<file path="config.mk">
export PLATFORM = sky130hd
export DESIGN_NAME = fpu_result_drain_flat
export DESIGN_NICKNAME = d
export VERILOG_FILES = /design/src/rtl/fpu_result_drain_if.sv /design/src/rtl/fpu_result_drain.sv /design/src/flat_wrapper.sv
export SDC_FILE = /design/constraint.sdc
export NUM_CORES = 1
export LEC_CHECK = 0
export CAP_MARGIN = 20
export CORE_ASPECT_RATIO = 0.75
export CORE_MARGIN = 3
export CORE_UTILIZATION = 40
export CTS_CLUSTER_SIZE = 25
export DETAILED_ROUTE_END_ITERATION = 10
export PLACE_DENSITY = 0.75
export SLEW_MARGIN = 20
export SYNTH_ARGS = -nofsm -noshare
export SYNTH_HDL_FRONTEND = slang
export SYNTH_SLANG_ARGS = --single-unit
</file>
<file path="constraint.sdc">
create_clock -name clk -period 2.2 [get_ports clk]
set_input_delay 0.44 -clock clk [delete_from_list [all_inputs] [get_ports clk]]
set_output_delay 0.44 -clock clk [all_outputs]
set_load 0.05 [all_outputs]
</file>
<file path="src/rtl/fpu_result_drain_if.sv">
// Handshake bundle between the FPU pipeline tail, the result drain and the
// downstream consumer. The producer/consumer side is the master, the drain
// itself is the slave.
interface fpu_result_drain_if #(
  parameter int DEPTH = 4
) ();
  localparam int CW = $clog2(DEPTH + 1);

  logic          in_valid;
  logic [31:0]   in_data;
  logic          pipe_en;
  logic          out_valid;
  logic          out_ready;
  logic [31:0]   out_data;
  logic          out_is_zero;
  logic          out_is_inf;
  logic          out_is_nan;
  logic [CW-1:0] count;
  logic          ovf_err;

  modport master (
    output in_valid, in_data, out_ready,
    input  pipe_en, out_valid, out_data, out_is_zero, out_is_inf, out_is_nan,
           count, ovf_err
  );

  modport slave (
    input  in_valid, in_data, out_ready,
    output pipe_en, out_valid, out_data, out_is_zero, out_is_inf, out_is_nan,
           count, ovf_err
  );
endinterface

</file>
<file path="src/rtl/fpu_result_drain.sv">
// Result drain at the tail of the FPU pipeline: a small FWFT FIFO that
// back-pressures the whole pipeline through pipe_en and classifies the
// head result as zero / infinity / NaN.
module fpu_result_drain #(
  parameter int DEPTH = 4
) (
  input logic                clk,
  input logic                rst,
  fpu_result_drain_if.slave  bus
);
  localparam int AW = $clog2(DEPTH);
  localparam int CW = $clog2(DEPTH + 1);

  logic [31:0]   mem [DEPTH];
  logic [AW-1:0] rd_ptr_reg;
  logic [AW-1:0] wr_ptr_reg;
  logic [CW-1:0] count_reg;
  logic          ovf_reg;

  logic          out_valid;
  logic          pop;
  logic          pipe_en;
  logic          push;
  logic [31:0]   head;
  logic [7:0]    head_exp;
  logic [22:0]   head_mant;

  // Handshake decode. A pop frees a slot in the same cycle, so a full FIFO
  // being drained still lets the pipeline advance.
  assign out_valid = (count_reg != '0);
  assign pop       = out_valid & bus.out_ready;
  assign pipe_en   = (count_reg < CW'(DEPTH)) | pop;
  assign push      = bus.in_valid & pipe_en;

  // Head presentation: zero when empty, so the flags below must also be
  // qualified with out_valid (all-zero data would otherwise look like +0).
  assign head      = out_valid ? mem[rd_ptr_reg] : 32'h0;
  assign head_exp  = head[30:23];
  assign head_mant = head[22:0];

  assign bus.pipe_en     = pipe_en;
  assign bus.out_valid   = out_valid;
  assign bus.out_data    = head;
  assign bus.out_is_zero = out_valid & (head_exp == 8'h00) & (head_mant == 23'h0);
  assign bus.out_is_inf  = out_valid & (head_exp == 8'hFF) & (head_mant == 23'h0);
  assign bus.out_is_nan  = out_valid & (head_exp == 8'hFF) & (head_mant != 23'h0);
  assign bus.count       = count_reg;
  assign bus.ovf_err     = ovf_reg;

  // Storage write; contents are left unreset, but a reset cycle never writes.
  always_ff @(posedge clk) begin
    if (!rst && push) begin
      mem[wr_ptr_reg] <= bus.in_data;
    end
  end

  // Pointers, occupancy and the sticky overflow flag. Pointers wrap naturally
  // because DEPTH is a power of two.
  always_ff @(posedge clk) begin
    if (rst) begin
      rd_ptr_reg <= '0;
      wr_ptr_reg <= '0;
      count_reg  <= '0;
      ovf_reg    <= 1'b0;
    end else begin
      if (push) begin
        wr_ptr_reg <= wr_ptr_reg + 1'b1;
      end
      if (pop) begin
        rd_ptr_reg <= rd_ptr_reg + 1'b1;
      end
      if (push && !pop) begin
        count_reg <= count_reg + 1'b1;
      end else if (pop && !push) begin
        count_reg <= count_reg - 1'b1;
      end
      if (bus.in_valid && !pipe_en) begin
        ovf_reg <= 1'b1;
      end
    end
  end
endmodule

</file>
<file path="src/flat_wrapper.sv">
// flat-port wrapper written by rule: the top's interface ports become plain ports
module fpu_result_drain_flat 
#(
  parameter int DEPTH = 4
)
  (clk, rst, bus_in_valid, bus_in_data, bus_out_ready, bus_pipe_en, bus_out_valid, bus_out_data, bus_out_is_zero, bus_out_is_inf, bus_out_is_nan, bus_count, bus_ovf_err);
  fpu_result_drain_if #(.DEPTH(DEPTH)) bus_i ();
  input logic clk;
  input logic rst;
  input wire logic [$bits(bus_i.in_valid)-1:0] bus_in_valid;
  input wire logic [$bits(bus_i.in_data)-1:0] bus_in_data;
  input wire logic [$bits(bus_i.out_ready)-1:0] bus_out_ready;
  output wire logic [$bits(bus_i.pipe_en)-1:0] bus_pipe_en;
  output wire logic [$bits(bus_i.out_valid)-1:0] bus_out_valid;
  output wire logic [$bits(bus_i.out_data)-1:0] bus_out_data;
  output wire logic [$bits(bus_i.out_is_zero)-1:0] bus_out_is_zero;
  output wire logic [$bits(bus_i.out_is_inf)-1:0] bus_out_is_inf;
  output wire logic [$bits(bus_i.out_is_nan)-1:0] bus_out_is_nan;
  output wire logic [$bits(bus_i.count)-1:0] bus_count;
  output wire logic [$bits(bus_i.ovf_err)-1:0] bus_ovf_err;
  assign bus_i.in_valid = bus_in_valid;
  assign bus_i.in_data = bus_in_data;
  assign bus_i.out_ready = bus_out_ready;
  assign bus_pipe_en = bus_i.pipe_en;
  assign bus_out_valid = bus_i.out_valid;
  assign bus_out_data = bus_i.out_data;
  assign bus_out_is_zero = bus_i.out_is_zero;
  assign bus_out_is_inf = bus_i.out_is_inf;
  assign bus_out_is_nan = bus_i.out_is_nan;
  assign bus_count = bus_i.count;
  assign bus_ovf_err = bus_i.ovf_err;
  fpu_result_drain #(.DEPTH(DEPTH)) u_core (.clk(clk), .rst(rst), .bus(bus_i));
endmodule
</file>
# ---- Word-level counts from Yosys, hierarchy flattened
# Memory sizes are Yosys's and may differ from the RTL's. A register that Yosys moved wholly into a read port is not among the register bits.
# Cells that the tools add are included.
dict set report word_totals {
  mem_count 1
  mem_bits_rw 128
  out_inout_bits 41
  input_bits 36
  reg_bits 8
}
# memory depth width read_ports rd_clocked_by_memory_dff wr line
set mem_list {}
lappend mem_list {u_core.mem 4 32 1 1 1 fpu_result_drain.sv:14} ;# logic [31:0] mem [DEPTH];
dict set report op_classes {
  mux 7
  n_reduce_logical 13
  order_cmp 1
  add_sub_neg 4
  eq_ne 1
  bitwise 8
}
# operator n
set ops {}
lappend ops {{two-way mux 32 bit} 1}
lappend ops {{zero test 23 bit} 1}
lappend ops {{nonzero test 23 bit} 1}
lappend ops {{equality test 8 bit (second input constant)} 1}
lappend ops {{zero test 8 bit} 1}
lappend ops {{AND 1 bit} 7}
lappend ops {{two-way mux 3 bit} 2}
lappend ops {{adder 2 x 1 -> 2 bit (second input constant)} 2}
lappend ops {{logical AND 1 bit} 4}
lappend ops {{zero test 1 bit} 4}
lappend ops {{two-way mux 2 bit} 2}
lappend ops {{adder 3 x 1 -> 3 bit (second input constant)} 1}
lappend ops {{< comparator 3 bit (second input constant)} 1}
lappend ops {{nonzero test 3 bit} 1}
lappend ops {{subtractor 3 x 1 -> 3 bit (second input constant)} 1}
lappend ops {{two-way mux 1 bit} 2}
lappend ops {{nonzero test 2 bit} 1}
lappend ops {{bitwise OR 1 bit} 1}

# ---- Depth between registers and ports, before layout
# Gate-level depths: netlist (run 1).
dict set report depth {
  word_depth 8
  depth_mapped 9
}

# ---- Worst setup path before layout (run 1)
# No wires, ideal clock.
dict set report synth_timing {
  path_type {flip-flop to output port}
  start {reg (tool-made name)}
  end {out bus_out_is_inf}
  path_stages_with_launch 7
  arrival_time_ns 2.780
  n_path_buf 2
  path_slack_ns -1.020
  path_cell_list {dfxtp_1 > clkbuf_1 > buf_2 > mux4_2 > nor4_2 > nand4_1 > nor3_1}
}
# item line
set synth_rtl {}
lappend synth_rtl {{to (decl)} flat_wrapper.sv:17} ;# output wire logic [$bits(bus_i.out_is_inf)-1:0] bus_out_is_inf;

==> metrics.md, run 1 <==
| Metric | Value |
|---|---|
| Detailed-route DRC error count | 0 |
| Crit path buf inv count | 3 |
| N_diodes | 0 |
| Rel. slew slack | 66.2% |
| Number of global-route vias before repair | 3258 |
| R2R Setup Slk | -0.03 ns |
| Post-synthesis sequential area ratio | 73.6% |
| DRT iter0 DRCs | 196 |
| Share of cells above drive strength 1 | 45.9% |
| Pleak | 2.81 nW |
| CP max-delay cell | mux4_2 |
| Outcome | complete, but fails checks |
| Final Cell Area | 8010 um2 |
| Crit end category | output pin |
| Worst Max-Slew Pin Slew | 0.506 ns |
| Cts hold-fix bufs | 0 |
| Initial antenna violation count | 0 |
| Placed Area | 7070 um2 |
| Top-area cell type share of the netlist area | 70.0% |
| Post-synth ARST share | 0% |
| Clock Root Buffer | clkbuf_16 |
| Unrepaired setup endpoints after global routing | yes |
| GR Util met2 | 27.8% |
| Max Clock Freq | 0.337 GHz |
| Site Rows | 36 |
| Avg Inst Size Synth | 20.2 um2 |
| Antenna-violating nets left | 0 |
| Syn Nets | 314 |
| Final setup margin | -0.770 ns |
| Synth top cells by count | edfxtp_1 (128), and2_1 (36), mux4_2 (20), mux4_1 (12), dfxtp_1 (10) |
| Fin crit period | 2.97 ns |
| Total GRT Usage | 16.8% |
| Die H | 107 um |
| Wire length of the first global-routing pass | 18.8 mm |
| CP Cell Sequence | buf_12 > mux4_2 > nor4_4 > nand4_1 > buf_6 > nor3_4 > buf_12 |
| CTS tree | built |
| Clock Latency Late Sink | 0.41 ns |
| Fin. Hold Viols | 0 |
| WS Path Type | reg2out |
| Pwr per Cell Area | 1470 nW/um2 |
| Sw Share | 34.1% |
| Busiest grt layer | met2 |
| Dpl cells | 543 |
| Finished Layout Cells | 587 |
| Largest cells by area after synthesis | edfxtp_1 (70%), mux4_2 (8.2%), mux4_1 (5.7%), and2_1 (4.1%), dfxtp_1 (3.6%) |
| Min-delay src | u_core.bus.ovf_err |
| Top-Level Pins | 77 |
| # clock sinks | 138 |
| Largest net degree at the start of global routing | 25 |
| DRT Pass-1 Iters | 4 |
| Nets | 445 |
| H-tree levels | 4 |
| Combinational share of power | 48.7% |
| Starting Density | 41.6% |
| Worst VDD drop | 1.04 mV |
| Final Max Slew Viols | 0 |
| Yosys warnings | 0 |
| Post-placement worst setup slack | -0.447 ns |
| Final cycle utilization of the critical path | 135% |
| Hold Crit Depth | 2 |
| Clock Tree Buf Depth | 2 |
| Finish-stage setup viols | 36 |
| Core area | 13200 um2 |
| Worst hold path type | reg2reg |
| Drt via density | 5.13 |
| Setup_tns | -6.58 ns |
| Max Fanout on Critical Path | 6 |
| Final WL | 12.2 mm |
| Synth area leader | edfxtp_1 |
| CTS Buf Count | 17 |
| Via count | 3010 |
| Critical Path RT | 1.76 ns |
| Buffers on Ports | 76 |
| Syn Std Cell Area | 5490 um2 |
| Met3 usage | 4.88% |
| GRT Residual Overflow | 0 |
| Clock transition at path regs | 0.06 ns |
| Clock Power Share | 24.6% |
| RR Startpoint | u_core.bus.count[1] |
| Critical Path Stages | 7 |
| Hold_ws | 0.495 ns |
| Largest stage delay on the critical path | 0.54 ns |
| Met1 Use GR | 21.4% |
| Post-DR wirelength/cell | 20.8 um |
| Max-Cap Viols | 0 |
| Sequential share of power | 26.8% |
| Crit path max-delay family | simple AND/OR/NAND/NOR gates |
| DP HPWL | 7.55 mm |
| Post-synth EDFFs | 128 |
| Net Sw Power | 4.03 mW |
| Number of flip-flops in the largest register | 128 |
| Clock Skews | 0.00907 ns |
| Failing checks | setup timing |
| Synth unique cells | 31 |
| Most used DFF post-synth | edfxtp_1 |
| Most common cell in the netlist | edfxtp_1 |
| Startpoint Class | flip-flop |
| Crit path arrival time | 2.53 ns |
| Layout area overhead | 45.9% |
| Internal | 7.78 mW |
| Die area | 15200 um2 |
| GP Congestion | 0.752 |
| FF-to-FF path depth | 9 |
| Die width | 141 um |
| Fill count | 912 |
| Yosys reg bits | 138 |
| Synth Instances | 272 |
| Crit path top cell by count | buf_12 |
==> final cells by class <==
cell class                      count  area, um2  area share (%)
Clock buffer                       19        433            5.40
Clock inverter                     13        174            2.17
Inverter                            5       18.8           0.234
Multi-Input combinational cell    117       1460            18.2
Sequential cell                   138       4060            50.6
Tap cell                          171        214            2.67
Timing Repair Buffer              124       1660            20.7
==> cell families (layout without fill, tap and decap cells) <==
logic type               Yosys count  after routing  share of synthesized area (%)
XOR/XNOR                           5              5                          0.797
flip-flops                       138            138                           73.6
multiplexers                      33             33                           14.1
adder cells (fa/ha/maj)            6              6                           1.50
AO/OA/AOI/OAI                      5              5                          0.569
AND/OR/NAND/NOR                   68             68                           7.31
buffers and inverters             17            161                           2.07
==> tightest hold or removal path, delay by kind of cell, from the launching register on <==
kind / cells / cell delay (ns)
AND/OR/NAND/NOR: 1 / 0.07
AO/OA/AOI/OAI: 1 / 0.05
flip-flops: 1 / 0.34
==> per-layer routing <==
metal	part of all wire [%]	vias up
li1	-	1345
met1	42	1545
met2	51	101
met3	5.5	19
met4	2.1	0
met5	0	-
==> final timing paths <==
| path | to |
|---|---|
| worst min-delay path | u_core.bus.ovf_err |
| worst max register to register | u_core.bus.count[2] |
| worst max-delay path | bus_out_is_zero |
| worst min register to register | u_core.bus.ovf_err |
==> placed cells by master, fill, tap and decap left out, types with 3 or more instances in the layout <==
master           Yosys  routed
bufinv_16            0       4
dfxtp_1             10       6
ha_1                 5       4
and2_2               0       4
edfxtp_1           128     128
buf_8                0       4
clkinv_1             0       4
mux4_2              20      32
and2_1              36       5
buf_4                0      26
dfxtp_4              0       3
clkbuf_16            0      17
nand3_1              3       3
buf_12               2      39
nand2_1              4       3
xor2_1               4       4
and2_4               0      27
inv_1                5       5
buf_16               0       3
buf_6                2      13
nor4_4               0       3
clkdlybuf4s50_1      0      39
nor2_1               8       8
==> repair_timing <==
item                                    CTS  global route
endpoints found under the setup margin   36            36
cloned                                    3             0
setup buffers                             9             1
gates resized for setup                  67             9
pin swaps                                26             4
==> metrics by stage <==
stage | util, % | total power [mW]
after floorplan | - | 5.95
after global placement | 53.6 | 7.89
after detailed placement | 53.6 | 7.94
after CTS | 60.3 | 11.8
after global routing | 60.7 | 12.2
final | 60.7 | 11.8
==> power by group through the flow <==
stage	Clock [mW]	Sequential, mW	Combinational [mW]
after floorplan	0	3.26	2.69
after CTS	2.93	3.16	5.67
after global placement	0	3.19	4.71
after global routing	3.06	3.18	5.99
after detailed placement	0	3.20	4.74
final	2.90	3.16	5.75
(Power assumes the default switching activity.)
==> run 2, diff against run 1 <==
--- a/config.mk
+++ b/config.mk
@@ -7,7 +7,7 @@
 export LEC_CHECK = 0
 export CAP_MARGIN = 20
 export CORE_ASPECT_RATIO = 0.75
-export CORE_MARGIN = 3
+export CORE_MARGIN = 8
 export CORE_UTILIZATION = 40
 export CTS_CLUSTER_SIZE = 25
 export DETAILED_ROUTE_END_ITERATION = 10
==> run 2 against run 1 <==
The run still ends with setup timing left. Via count is 1.2% lower. Wire length down 4.0%. Design area is 0.44% lower. Die area rose by 17%. Utilization decreased by 1.9 points. Global-route usage is 3.1 points lower. Largest power group unchanged. Highest routed layer unchanged.
==> metrics.md, run 2 (same netlist as run 1, synthesis figures left out) <==
| Metric | Value |
|---|---|
| Cts hold-fix bufs | 0 (unchanged) |
| GP Congestion | 0.710 (was 0.752) |
| Final cycle utilization of the critical path | 138% (was 135%) |
| Drt via density | 5.00 (was 5.13) |
| Critical Path Stages | 9 (was 7) |
| Finished Layout Cells | 595 (was 587) |
| Share of cells above drive strength 1 | 48.6% (was 45.9%) |
| Top-Level Pins | 77 (unchanged) |
| RR Startpoint | u_core.bus.count[1] (unchanged) |
| Critical Path RT | 1.76 ns (about the same) |
| Hold_ws | 0.506 ns (was 0.495 ns) |
| Site Rows | 37 (was 36) |
| Outcome | complete, but fails checks (unchanged) |
| DRT Pass-1 Iters | 4 (unchanged) |
| DRT iter0 DRCs | 171 (was 196) |
| Dpl cells | 548 (was 543) |
| Max-Cap Viols | 0 (unchanged) |
| Largest net degree at the start of global routing | 36 (was 25) |
| Pwr Total | 11.4 mW (was 11.8 mW) |
| Wire length of the first global-routing pass | 18.0 mm (was 18.8 mm) |
| N_diodes | 0 (unchanged) |
| Unrepaired setup endpoints after global routing | yes (unchanged) |
| CP max-delay cell | mux4_2 (unchanged) |
| Pwr per Cell Area | 1430 nW/um2 (was 1470 nW/um2) |
| Setup_tns | -7.59 ns (was -6.58 ns) |
| GRT Residual Overflow | 0 (unchanged) |
| Largest stage delay on the critical path | 0.53 ns (was 0.54 ns) |
| Setup crit end | bus_out_is_nan (was bus_out_is_zero) |
| Max Clock Freq | 0.330 GHz (was 0.337 GHz) |
| R2R Setup Slk | 0.13 ns (was -0.03 ns) |
| Final setup margin | -0.830 ns (was -0.770 ns) |
| Number of flip-flops in the largest register | 128 (unchanged) |
| Clock Tree Buf Depth | 2 (unchanged) |
| Rel. slew slack | 66.3% (was 66.2%) |
| Detailed-route DRC error count | 0 (unchanged) |
| Commonest non-fill, non-tap cell in the layout | edfxtp_1 (unchanged) |
| Clock Skews | 0.00656 ns (was 0.00907 ns) |
| Final WL | 11.7 mm (was 12.2 mm) |
| Post-DR wirelength/cell | 19.7 um (was 20.8 um) |
| CTS tree | built (unchanged) |
| Total GRT Usage | 13.7% (was 16.8%) |
| H-tree levels | 4 (unchanged) |
| Finish-stage setup viols | 35 (was 36) |
| Clock transition at path regs | 0.06 ns (about the same) |
| Clock Latency Late Sink | 0.41 ns (about the same) |
| Worst Max-Slew Pin Slew | 0.504 ns (was 0.506 ns) |
| Fin crit period | 3.03 ns (was 2.97 ns) |
| Antenna-violating nets left | 0 (unchanged) |
| Clock Root Buffer | clkbuf_16 (unchanged) |
| Crit path top cell by count | buf_6 (was buf_12) |
| Final Max Slew Viols | 0 (unchanged) |
| Number of global-route vias before repair | 3188 (was 3258) |
| Failing checks | setup timing (unchanged) |
| Crit path max-delay family | buffers and inverters (was simple AND/OR/NAND/NOR gates) |
| CTS Buf Count | 17 (unchanged) |
| FF-to-FF path depth | 8 (was 9) |
| Crit path arrival time | 2.59 ns (was 2.53 ns) |
| Nets | 449 (was 445) |
| WS Path Type | reg2out (unchanged) |
| DP HPWL | 8.10 mm (was 7.55 mm) |
| Initial antenna violation count | 0 (unchanged) |
| Max Fanout on Critical Path | 7 (was 6) |
| Core area | 13600 um2 (was 13200 um2) |
| CP Cell Sequence | buf_12 > buf_6 > buf_4 > mux4_2 > nor4_2 > nand4_1 > buf_6 > o21ba_4 > buf_8 (was buf_12 > mux4_2 > nor4_4 > nand4_1 > buf_6 > nor3_4 > buf_12) |
| Starting Density | 40.5% (was 41.6%) |
| Startpoint Class | flip-flop (unchanged) |
| Layout area overhead | 45.2% (was 45.9%) |
| Fill count | 970 (was 912) |
| Fin. Hold Viols | 0 (unchanged) |
| Most frequent cells in the layout | edfxtp_1 (128), clkdlybuf4s50_1 (39), buf_12 (37), mux4_2 (32), and2_4 (32) (was edfxtp_1 (128), clkdlybuf4s50_1 (39), buf_12 (39), mux4_2 (32), and2_4 (27)) |
| Pleak | 2.81 nW (about the same) |
| Worst hold path type | reg2reg (unchanged) |
| Crit path buf inv count | 5 (was 3) |
| Crit end category | output pin (unchanged) |
| Die H | 117 um (was 107 um) |
| Worst VDD drop | 1.11 mV (was 1.04 mV) |
| Via count | 2975 (was 3010) |
| Die width | 151 um (was 141 um) |
| # clock sinks | 138 (unchanged) |
| R2r endpoint | u_core.bus.count[2] (unchanged) |
| Die area | 17800 um2 (was 15200 um2) |
| Buffers on Ports | 76 (unchanged) |
[run 2: through the flow]
step | setup WS (ns) | instance area, um2 | utilization (%)
CTS | -0.842 | 7880 | 58.1
floorplan | -0.408 | 5560 | -
finish | -0.830 | 7980 | 58.8
global placement | -0.487 | 7060 | 52.0
detailed placement | -0.497 | 7060 | 52.0
global route | -0.961 | 7980 | 58.8
[run 2: timing repair]
item	CTS	global route
gates resized for setup	76	15
buffers inserted	11	6
endpoints found under the setup margin	35	36
pin swaps	5	1
[run 2: how the worst min path moves through the flow]
stage,start,cells after the start,to
finish,u_core.wr_ptr_reg[1],2,u_core.wr_ptr_reg[1]
global route,u_core.wr_ptr_reg[1],2,u_core.wr_ptr_reg[1]
CTS,u_core.wr_ptr_reg[1],2,u_core.wr_ptr_reg[1]
detailed placement,u_core.wr_ptr_reg[1],2,u_core.wr_ptr_reg[1]
global placement,u_core.bus.ovf_err,2,u_core.bus.ovf_err
floorplan,u_core.wr_ptr_reg[1],2,u_core.wr_ptr_reg[1]
[run 2: final cells by class]
type	instances	area, um2	area share [%]
well taps	175	219	2.74
repair buffers	128	1640	20.5
clock inverters	8	70.1	0.878
clock buffers	24	492	6.16
flip-flops and latches	138	4060	50.8
multi-input cells	117	1480	18.6
inverters	5	18.8	0.235
[run 2: worst register-to-register path: cells and delay by family, from the launching register on]
kind | cells | cell delay [ns]
fa+ha+maj | 2 | 0.50
flops | 1 | 0.36
compound gates | 1 | 0.14
xor+xnor | 1 | 0.16
buf+inv | 1 | 0.04
simple gates | 3 | 0.82
[run 2: power by group]
group          leakage (nW)  internal [mW]  switching (mW)
Clock                 0.276           1.66           0.966
Sequential             1.25           3.06          0.0826
Combinational          1.29           2.79            2.85
[run 2: per-layer routing]
metal / global-route usage [%] / routed length, um / vias to the layer above
met1: 16.9 / 5150 / 1535
li1: - / - / 1357
met3: 4.84 / 541 / 6
met4: 4.38 / 61 / 0
met5: 0 / 0 / -
met2: 22.1 / 5980 / 77
